==> src/rtl/load_store_unit_if.sv <==
// Request/response handshake between the datapath and the load/store unit.
// The requester drives the master side; the load/store unit sits on the slave side.
interface load_store_unit_if;
    logic        req;
    logic        we;
    logic [2:0]  funct3;
    logic [31:0] addr;
    logic [31:0] wdata;
    logic        busy;
    logic        done;
    logic        err;
    logic [31:0] rdata;

    modport master (
        output req, we, funct3, addr, wdata,
        input  busy, done, err, rdata
    );

    modport slave (
        input  req, we, funct3, addr, wdata,
        output busy, done, err, rdata
    );
endinterface

==> src/rtl/load_store_unit.sv <==
// Sequential byte/halfword/word load/store unit for a word-addressed memory.
// Sub-word stores are done as read-modify-write; bad requests never touch memory.
module load_store_unit #(
    parameter int DEPTH_WORDS = 32
) (
    input  logic                clk,
    input  logic                rst,
    load_store_unit_if.slave    bus,
    output logic [9:0]          mem_a,
    output logic [31:0]         mem_wd,
    output logic                mem_we,
    input  logic [31:0]         mem_rd
);

    typedef enum logic [1:0] {IDLE, ACCESS, MODIFY, RESP} state_t;

    localparam logic [31:0] ADDR_LIMIT = 32'(4 * DEPTH_WORDS);

    state_t      state, state_next;
    logic        r_we;
    logic [2:0]  r_funct3;
    logic [11:0] r_addr;
    logic [31:0] r_wdata;
    logic        err_flag;
    logic [31:0] old_word;
    logic [31:0] rdata_q;

    logic        req_bad;
    logic        legal_f3;
    logic        misaligned;
    logic [7:0]  byte_lane;
    logic [15:0] half_lane;
    logic [31:0] load_val;
    logic [31:0] merged;

    always_comb begin
        legal_f3   = 1'b0;
        misaligned = 1'b0;
        if (bus.we)
            legal_f3 = (bus.funct3 inside {3'b000, 3'b001, 3'b010});
        else
            legal_f3 = (bus.funct3 inside {3'b000, 3'b001, 3'b010, 3'b100, 3'b101});
        if (bus.funct3[1:0] == 2'b01)
            misaligned = bus.addr[0];
        else if (bus.funct3[1:0] == 2'b10)
            misaligned = (bus.addr[1:0] != 2'b00);
        req_bad = !legal_f3 || misaligned || (bus.addr >= ADDR_LIMIT);
    end

    // Lane extraction for loads and lane replacement for sub-word stores.
    always_comb begin
        byte_lane = mem_rd[{r_addr[1:0], 3'b000} +: 8];
        half_lane = r_addr[1] ? mem_rd[31:16] : mem_rd[15:0];
        case (r_funct3)
            3'b000:  load_val = {{24{byte_lane[7]}}, byte_lane};
            3'b001:  load_val = {{16{half_lane[15]}}, half_lane};
            3'b100:  load_val = {24'd0, byte_lane};
            3'b101:  load_val = {16'd0, half_lane};
            default: load_val = mem_rd;
        endcase
        merged = old_word;
        if (r_funct3[1:0] == 2'b00)
            merged[{r_addr[1:0], 3'b000} +: 8] = r_wdata[7:0];
        else if (r_addr[1])
            merged[31:16] = r_wdata[15:0];
        else
            merged[15:0] = r_wdata[15:0];
    end

    always_ff @(posedge clk or negedge rst) begin
        if (!rst)
            state <= IDLE;
        else
            state <= state_next;
    end

    always_comb begin
        state_next = state;
        case (state)
            IDLE:    if (bus.req) state_next = req_bad ? RESP : ACCESS;
            ACCESS:  state_next = (r_we && r_funct3[1:0] != 2'b10) ? MODIFY : RESP;
            MODIFY:  state_next = RESP;
            RESP:    state_next = IDLE;
            default: state_next = IDLE;
        endcase
    end

    always_ff @(posedge clk or negedge rst) begin
        if (!rst) begin
            r_we     <= 1'b0;
            r_funct3 <= 3'd0;
            r_addr   <= 12'd0;
            r_wdata  <= 32'd0;
            err_flag <= 1'b0;
            old_word <= 32'd0;
            rdata_q  <= 32'd0;
        end else begin
            case (state)
                IDLE: begin
                    if (bus.req) begin
                        r_we     <= bus.we;
                        r_funct3 <= bus.funct3;
                        r_addr   <= bus.addr[11:0];
                        r_wdata  <= bus.wdata;
                        err_flag <= req_bad;
                    end
                end
                ACCESS: begin
                    if (r_we)
                        old_word <= mem_rd;
                    else
                        rdata_q <= load_val;
                end
                default: ;
            endcase
        end
    end

    // Memory strobes depend only on state and captured registers, so reset kills them at once.
    always_comb begin
        mem_a     = r_addr[11:2];
        mem_wd    = (state == MODIFY) ? merged : r_wdata;
        mem_we    = ((state == ACCESS) && r_we && (r_funct3 == 3'b010)) || (state == MODIFY);
        bus.busy  = (state != IDLE);
        bus.done  = (state == RESP);
        bus.err   = (state == RESP) && err_flag;
        bus.rdata = rdata_q;
    end

endmodule

==> src/flat_wrapper.sv <==
// flat-port wrapper written by rule: the top's interface ports become plain ports
module load_store_unit_flat 
#(
    parameter int DEPTH_WORDS = 32
)
  (clk, rst, mem_a, mem_wd, mem_we, mem_rd, bus_req, bus_we, bus_funct3, bus_addr, bus_wdata, bus_busy, bus_done, bus_err, bus_rdata);
  load_store_unit_if bus_i ();
  input  logic clk;
  input  logic rst;
  output logic [9:0] mem_a;
  output logic [31:0] mem_wd;
  output logic mem_we;
  input  logic [31:0] mem_rd;
  input wire logic [$bits(bus_i.req)-1:0] bus_req;
  input wire logic [$bits(bus_i.we)-1:0] bus_we;
  input wire logic [$bits(bus_i.funct3)-1:0] bus_funct3;
  input wire logic [$bits(bus_i.addr)-1:0] bus_addr;
  input wire logic [$bits(bus_i.wdata)-1:0] bus_wdata;
  output wire logic [$bits(bus_i.busy)-1:0] bus_busy;
  output wire logic [$bits(bus_i.done)-1:0] bus_done;
  output wire logic [$bits(bus_i.err)-1:0] bus_err;
  output wire logic [$bits(bus_i.rdata)-1:0] bus_rdata;
  assign bus_i.req = bus_req;
  assign bus_i.we = bus_we;
  assign bus_i.funct3 = bus_funct3;
  assign bus_i.addr = bus_addr;
  assign bus_i.wdata = bus_wdata;
  assign bus_busy = bus_i.busy;
  assign bus_done = bus_i.done;
  assign bus_err = bus_i.err;
  assign bus_rdata = bus_i.rdata;
  load_store_unit #(.DEPTH_WORDS(DEPTH_WORDS)) u_core (.clk(clk), .rst(rst), .bus(bus_i), .mem_a(mem_a), .mem_wd(mem_wd), .mem_we(mem_we), .mem_rd(mem_rd));
endmodule
==> config.mk <==
export PLATFORM = sky130hd
export DESIGN_NAME = load_store_unit_flat
export DESIGN_NICKNAME = d
export VERILOG_FILES = /design/src/rtl/load_store_unit_if.sv /design/src/rtl/load_store_unit.sv /design/src/flat_wrapper.sv
export SDC_FILE = /design/constraint.sdc
export NUM_CORES = 1
export LEC_CHECK = 0
export ABC_CLOCK_PERIOD_IN_PS = 3000
export CAP_MARGIN = 0
export CORE_MARGIN = 2
export CORE_UTILIZATION = 40
export DETAILED_ROUTE_END_ITERATION = 8
export PLACE_DENSITY = 0.7
export SYNTH_ARGS = -nofsm -noshare
export SYNTH_HDL_FRONTEND = slang
export SYNTH_SLANG_ARGS = --single-unit
export TNS_END_PERCENT = 50
==> constraint.sdc <==
create_clock -name clk -period 3 [get_ports clk]
set_input_delay 0.9 -clock clk [delete_from_list [all_inputs] [get_ports clk]]
set_output_delay 0.9 -clock clk [all_outputs]
set_load 0.01 [all_outputs]
### Word level (Yosys, flattened, before mapping)

Index checks and enable logic that the tools add are counted.

* $add $sub $neg: 1
* order comparisons: 1
* eq/ne operators: 15
* shift-type cells: 3
* mux-type cells: 14
* bitwise gates (word level): 1
* reductions and logical operators: 19

Operators by type and width (count)
* 32-bit case mux with 4 select lines: 1
* 32-bit 2-to-1 mux: 2
* 16-bit 2-to-1 mux: 3
* 32-bit bitwise mux: 1
* 32-bit by 8-bit >= comparator with 1-bit output (second input constant): 1
* 8-bit by 7-bit variable shift with 32-bit output (first input constant): 1
* 32-bit by 6-bit indexed part select with 8-bit output: 1
* 8-bit by 7-bit indexed part select with 32-bit output: 1
* 3-bit == test (second input constant): 4
* 2-bit case mux with 4 select lines: 1
* 5-bit negator with 7-bit output: 1
* 2-bit == test (second input constant): 3
* 3-bit by 1-bit == test with 1-bit output (second input constant): 2
* 3-bit by 2-bit == test with 1-bit output (second input constant): 2
* 3-bit logical NOT: 2
* 2-bit AND reduction: 3
* 5-bit nonzero test: 1
* 2-bit by 1-bit == test with 1-bit output (second input constant): 2
* 1-bit logical AND: 4
* 2-bit logical NOT: 2
* 1-bit 2-to-1 mux: 4
* 2-bit 2-to-1 mux: 2
* 2-bit != test (second input constant): 2
* 2-bit nonzero test: 2
* 4 further kinds: 6

* bits in registers: 115
* input bits: 103
* logic and storage cells: 62

### Logic depth before layout (Yosys ltp)

* word-level depth: 9
* mapped depth: 8
* depth with buffers taken out: 6

### Worst setup path after synthesis

No wires, ideal clock.

* kind: register to output
* from: register u_core.r_addr[1]
* to: output port mem_wd[16]
* arrival time: 1984 ps
* required time: 2100 ps
* setup slack: 116 ps
* stages on the path, launching flop included: 8
* cells stage by stage: dfrtp_1 -> inv_1 -> clkbuf_1 -> ha_1 -> nor3b_1 -> a31o_2 -> a221oi_1 -> nor2_1

* longest elaborated chain between the ends: 5
* elaborated cells on any way between the ends: 7
* those cells by class: 1 x add/sub; 2 x shift; 4 x mux

Ends and longest elaborated chain
* start, declared: line load_store_unit.sv:22 `logic [11:0] r_addr;`
* start signal, assigned: line load_store_unit.sv:103 `r_addr <= bus.addr[11:0];`
* 5-bit negator with 7-bit output: line load_store_unit.sv:63 `merged[{r_addr[1:0], 3'b000} +: 8] = r_wdata[7:0];`
* 8-bit by 7-bit indexed part select with 32-bit output or 8-bit by 7-bit variable shift with 32-bit output (tied branches): line load_store_unit.sv:63
* 32-bit bitwise mux: line load_store_unit.sv:63
* 32-bit 2-to-1 mux (*): line load_store_unit.sv:62 `if (r_funct3[1:0] == 2'b00)`
* 32-bit 2-to-1 mux (*): line load_store_unit.sv:122 `mem_wd = (state == MODIFY) ? merged : r_wdata;`
* end, declared: line flat_wrapper.sv:11 `output logic [31:0] mem_wd;`

Every way passes the cells marked *; elsewhere a longest branch is shown, timed or not.

### Worst setup path after layout

* from: register u_core.r_addr[0]
* to: output port mem_wd[11]

* longest elaborated chain between the ends: 5
* elaborated cells on any way between the ends: 6
* those cells by class: 1 x add/sub; 2 x shift; 3 x mux

Ends and longest elaborated chain (line)
* 5-bit negator with 7-bit output (*): load_store_unit.sv:63
* 8-bit by 7-bit indexed part select with 32-bit output or 8-bit by 7-bit variable shift with 32-bit output (tied branches): load_store_unit.sv:63
* 32-bit bitwise mux (*): load_store_unit.sv:63
* 32-bit 2-to-1 mux (*): load_store_unit.sv:62
* 32-bit 2-to-1 mux (*): load_store_unit.sv:122

Marked as above.

==> flow_summary.json <==
{
  "status": "finished, violations left",
  "violations": "setup timing",
  "slowest_delay_ps": 390,
  "multi_input_area_sq_um": 3030,
  "power_density_nw_per_um2": 1170,
  "die_w_microns": 126,
  "leakagePower_nw": 3.65,
  "ir_drop_uv": 657,
  "report.final.slew_viol_count": 0,
  "max_clock_freq_mhz": 331,
  "syn_area_per_cell_sq_um": 11.1,
  "coreArea_sq_um": 14600,
  "grt_pass1_wl_mm": 28.9,
  "synthFlopType": "dfrtp_1",
  "synthCells": 536,
  "drive_gt1_share_pct": 33.0,
  "drv_cap": 0,
  "period_minus_slack_ps": 3020,
  "post-route-worst-setup-slack_ps": -17.2,
  "dp.cells": 885,
  "route.met3.wl_mm": 1.48,
  "power_switching_w": 0.00395,
  "synth_cell_types": 54,
  "dp_hpwl_mm": 13.6,
  "cp.required_ps": 2100,
  "maxSlewHeadroom_pct": 61.8,
  "globalRouteTotalUtil_pct": 23.5,
  "hold_viol": 0,
  "drcViolationCount": 0,
  "p_clk_share_pct": 18.5,
  "clockBufferDepth": 2,
  "pwr-share-comb_pct": 52.0,
  "detail-route-antenna-nets": 0,
  "clkLatencyLatePin_ps": 420,
  "cts.clk_slew.worst_paths_ps": 50,
  "tightest_slew_ps": 573,
  "final-seq-area_sq_um": 2880,
  "arrival_ps": 2120,
  "first_iter_violations": 425,
  "port_buffers": 180,
  "seq_power_share_pct": 29.5,
  "fin_util_pct": 59.7,
  "p_total_w": 0.0102,
  "die_h_microns": 126,
  "p_int_w": 0.00627,
  "vias_per_cell": 5.63,
  "nNetsFinal": 838,
  "cts_sinks": 115,
  "fin_cells": 921,
  "met2WireLength_mm": 9.26,
  "ys_async_sr_fraction_pct": 100,
  "setup_violations": 3,
  "synth_warnings": 0,
  "cp-start-kind": "register",
  "io_pins": 181,
  "num-fill-cells": 1183,
  "grt_max_degree": 42,
  "hp-class": "register to register",
  "dpl_worst_slack_ps": -122,
  "crit_chain": "inv_2, ha_2, and3b_1, and3_4, buf_6, a22oi_2, o21ai_1, buf_2",
  "synth_edf_count": 0,
  "yosys_register_bits": 115,
  "cts_inserted_buffers": 17,
  "drt_wl_total_mm": 18.5,
  "yosysTopAreaCell": "dfrtp_1",
  "syn_to_final_growth_pct": 45.9,
  "wire_per_inst_microns": 20.1,
  "root_buffer": "clkbuf_16",
  "diodes": 0,
  "die_area_sq_um": 15900,
  "yosysTopAreaCellShare_pct": 48.2,
  "antenna_found_initial": 0,
  "ys_top_cells_by_area": "dfrtp_1, mux2_2, nand2_1",
  "switching_share_pct": 38.7,
  "skew_ps": 5.76,
  "wl_met1_mm": 7.31,
  "synthesis.area_sq_um": 5970,
  "worstPathMaxFanout": 7,
  "num_rows": 44,
  "grt_overflow": 0,
  "fin_crit_sh_pct": 101,
  "rsz0062_at_grt": "true",
  "critPathBufInv": 3,
  "crit_type": "register to output port",
  "endpoint_kind": "output port",
  "gp_congestion": 0.863,
  "dr.pass1.iters": 5,
  "cts_tree": "built",
  "syn-num-nets": 649,
  "grt_pass1_vias": 5397,
  "vias": 5186,
  "highest_layer": "met4",
  "cts-htree-levels": 4,
  "crit_slowest_cell": "dfrtp_1",
  "crit_family": "flip-flops",
  "start_util_pct": 40.9,
  "yosysSeqAreaShare_pct": 48.2
}
[routing by layer]
| metal | up-vias | GRT usage (%) |
|---|---|---|
| li1 | 2358 | - |
| met1 | 2568 | 28.2 |
| met2 | 227 | 39.7 |
| met3 | 33 | 8.03 |
| met4 | 0 | 7.89 |
| met5 | - | 0 |
[cells by family after synthesis]
group                    share of synthesized area (%)
flip-flops                                        48.2
buffers and inverters                             4.40
AND/OR/NAND/NOR                                   11.5
multiplexers                                      19.8
AO/OA/AOI/OAI                                     14.1
adder cells (fa/ha/maj)                           2.09
[final timing paths]
kind | endpoint | startpoint | depth (start not counted) | slack [ps]
setup / recovery | mem_wd[11] | u_core.r_addr[0]$_DFFE_PN0P_ | 8 | -20
max in group asynchronous | u_core.r_wdata[22]$_DFFE_PN0P_ | rst | 2 | 1780
hold reg to reg | u_core.err_flag$_DFFE_PN0P_ | u_core.err_flag$_DFFE_PN0P_ | 2 | 480
setup reg to reg | u_core.bus.rdata[13]$_DFFE_PN0P_ | u_core.r_addr[1]$_DFFE_PN0P_ | 6 | 1020
min in group asynchronous | u_core.bus.rdata[14]$_DFFE_PN0P_ | rst | 1 | 490
hold / removal | u_core.err_flag$_DFFE_PN0P_ | u_core.err_flag$_DFFE_PN0P_ | 2 | 480
[stage by stage]
step	setup TNS [ps]	hold WS, ps	cell area (sq um)
finish	-25.1	477	8710
global route	-808	508	8710
CTS	-80.9	484	8690
detailed placement	-1100	472	8030
global placement	-906	462	8030
floorplan	0	442	5970
[power groups by stage]
stage          clock, W  sequential, W  combinational [W]
2_1_floorplan         0        0.00285            0.00296
3_3_place_gp          0        0.00295            0.00516
3_5_place_dp          0        0.00298            0.00525
4_1_cts         0.00192        0.00300            0.00525
5_1_grt         0.00200        0.00311            0.00574
6_report        0.00189        0.00302            0.00531
[sequential cells by signal, indices dropped and copies added, names as in the netlist]
register / count
u_core.bus.rdata: 32
u_core.old_word: 32
u_core.r_wdata: 32
u_core.r_addr: 12
u_core.r_funct3: 3
u_core.state: 2
u_core.err_flag: 1
u_core.r_we: 1
[repair_timing]
item,4_1_cts,5_1_grt
cloned,0,0
endpoints found under the setup margin,33,32
hold buffers,0,0
buffers inserted,1,4
pin swaps,19,13
resized for setup,131,37
[worst reg2reg max path, stage by stage, from the launching register on]
cell and delay (ps):
dfrtp_1 350, buf_4 140, buf_4 200, mux4_2 570
nor3b_4 200, nor3_4 260, a21oi_1 130
[area by class of cell]
class	count	area share, %
repair buffers	213	22.8
multi-input cells	368	34.7
flip-flops and latches	115	33.0
inverters	10	0.431
well taps	184	2.64
clock inverters	10	0.962
clock buffers	21	5.40
[cell usage in the layout, fill, tap and decap left out, drive strengths merged, types with 2 or more instances in the layout]
cell type and instances:
a21oi 15, a221oi 16, a22o 15, a22oi 15, a31oi 8, buf 54, clkbuf 31, clkdlybuf4s15 2
clkdlybuf4s50 146, clkinv 7, clkinvlp 2, dfrtp 115, ha 10, inv 10, mux2 101, mux2i 2
nand2 41, nand2b 3, nand3 28, nand4 2, nor2 32, nor2b 2, nor3 4, nor3b 3
nor4 7, o21ai 33, o22ai 2, o2bb2ai 8, or3 7
[cell usage after synthesis, types with 10 or more instances]
library cell and instances:
o21ai_0 28, nand2_1 41, nand3_1 28, buf_4 11
mux2_2 101, clkbuf_1 14, a22o_1 15, buf_2 12
a21oi_1 14, dfrtp_1 115, a22oi_1 15, a221oi_1 16
ha_1 10, nor2_1 31
(Power assumes the default switching activity.)
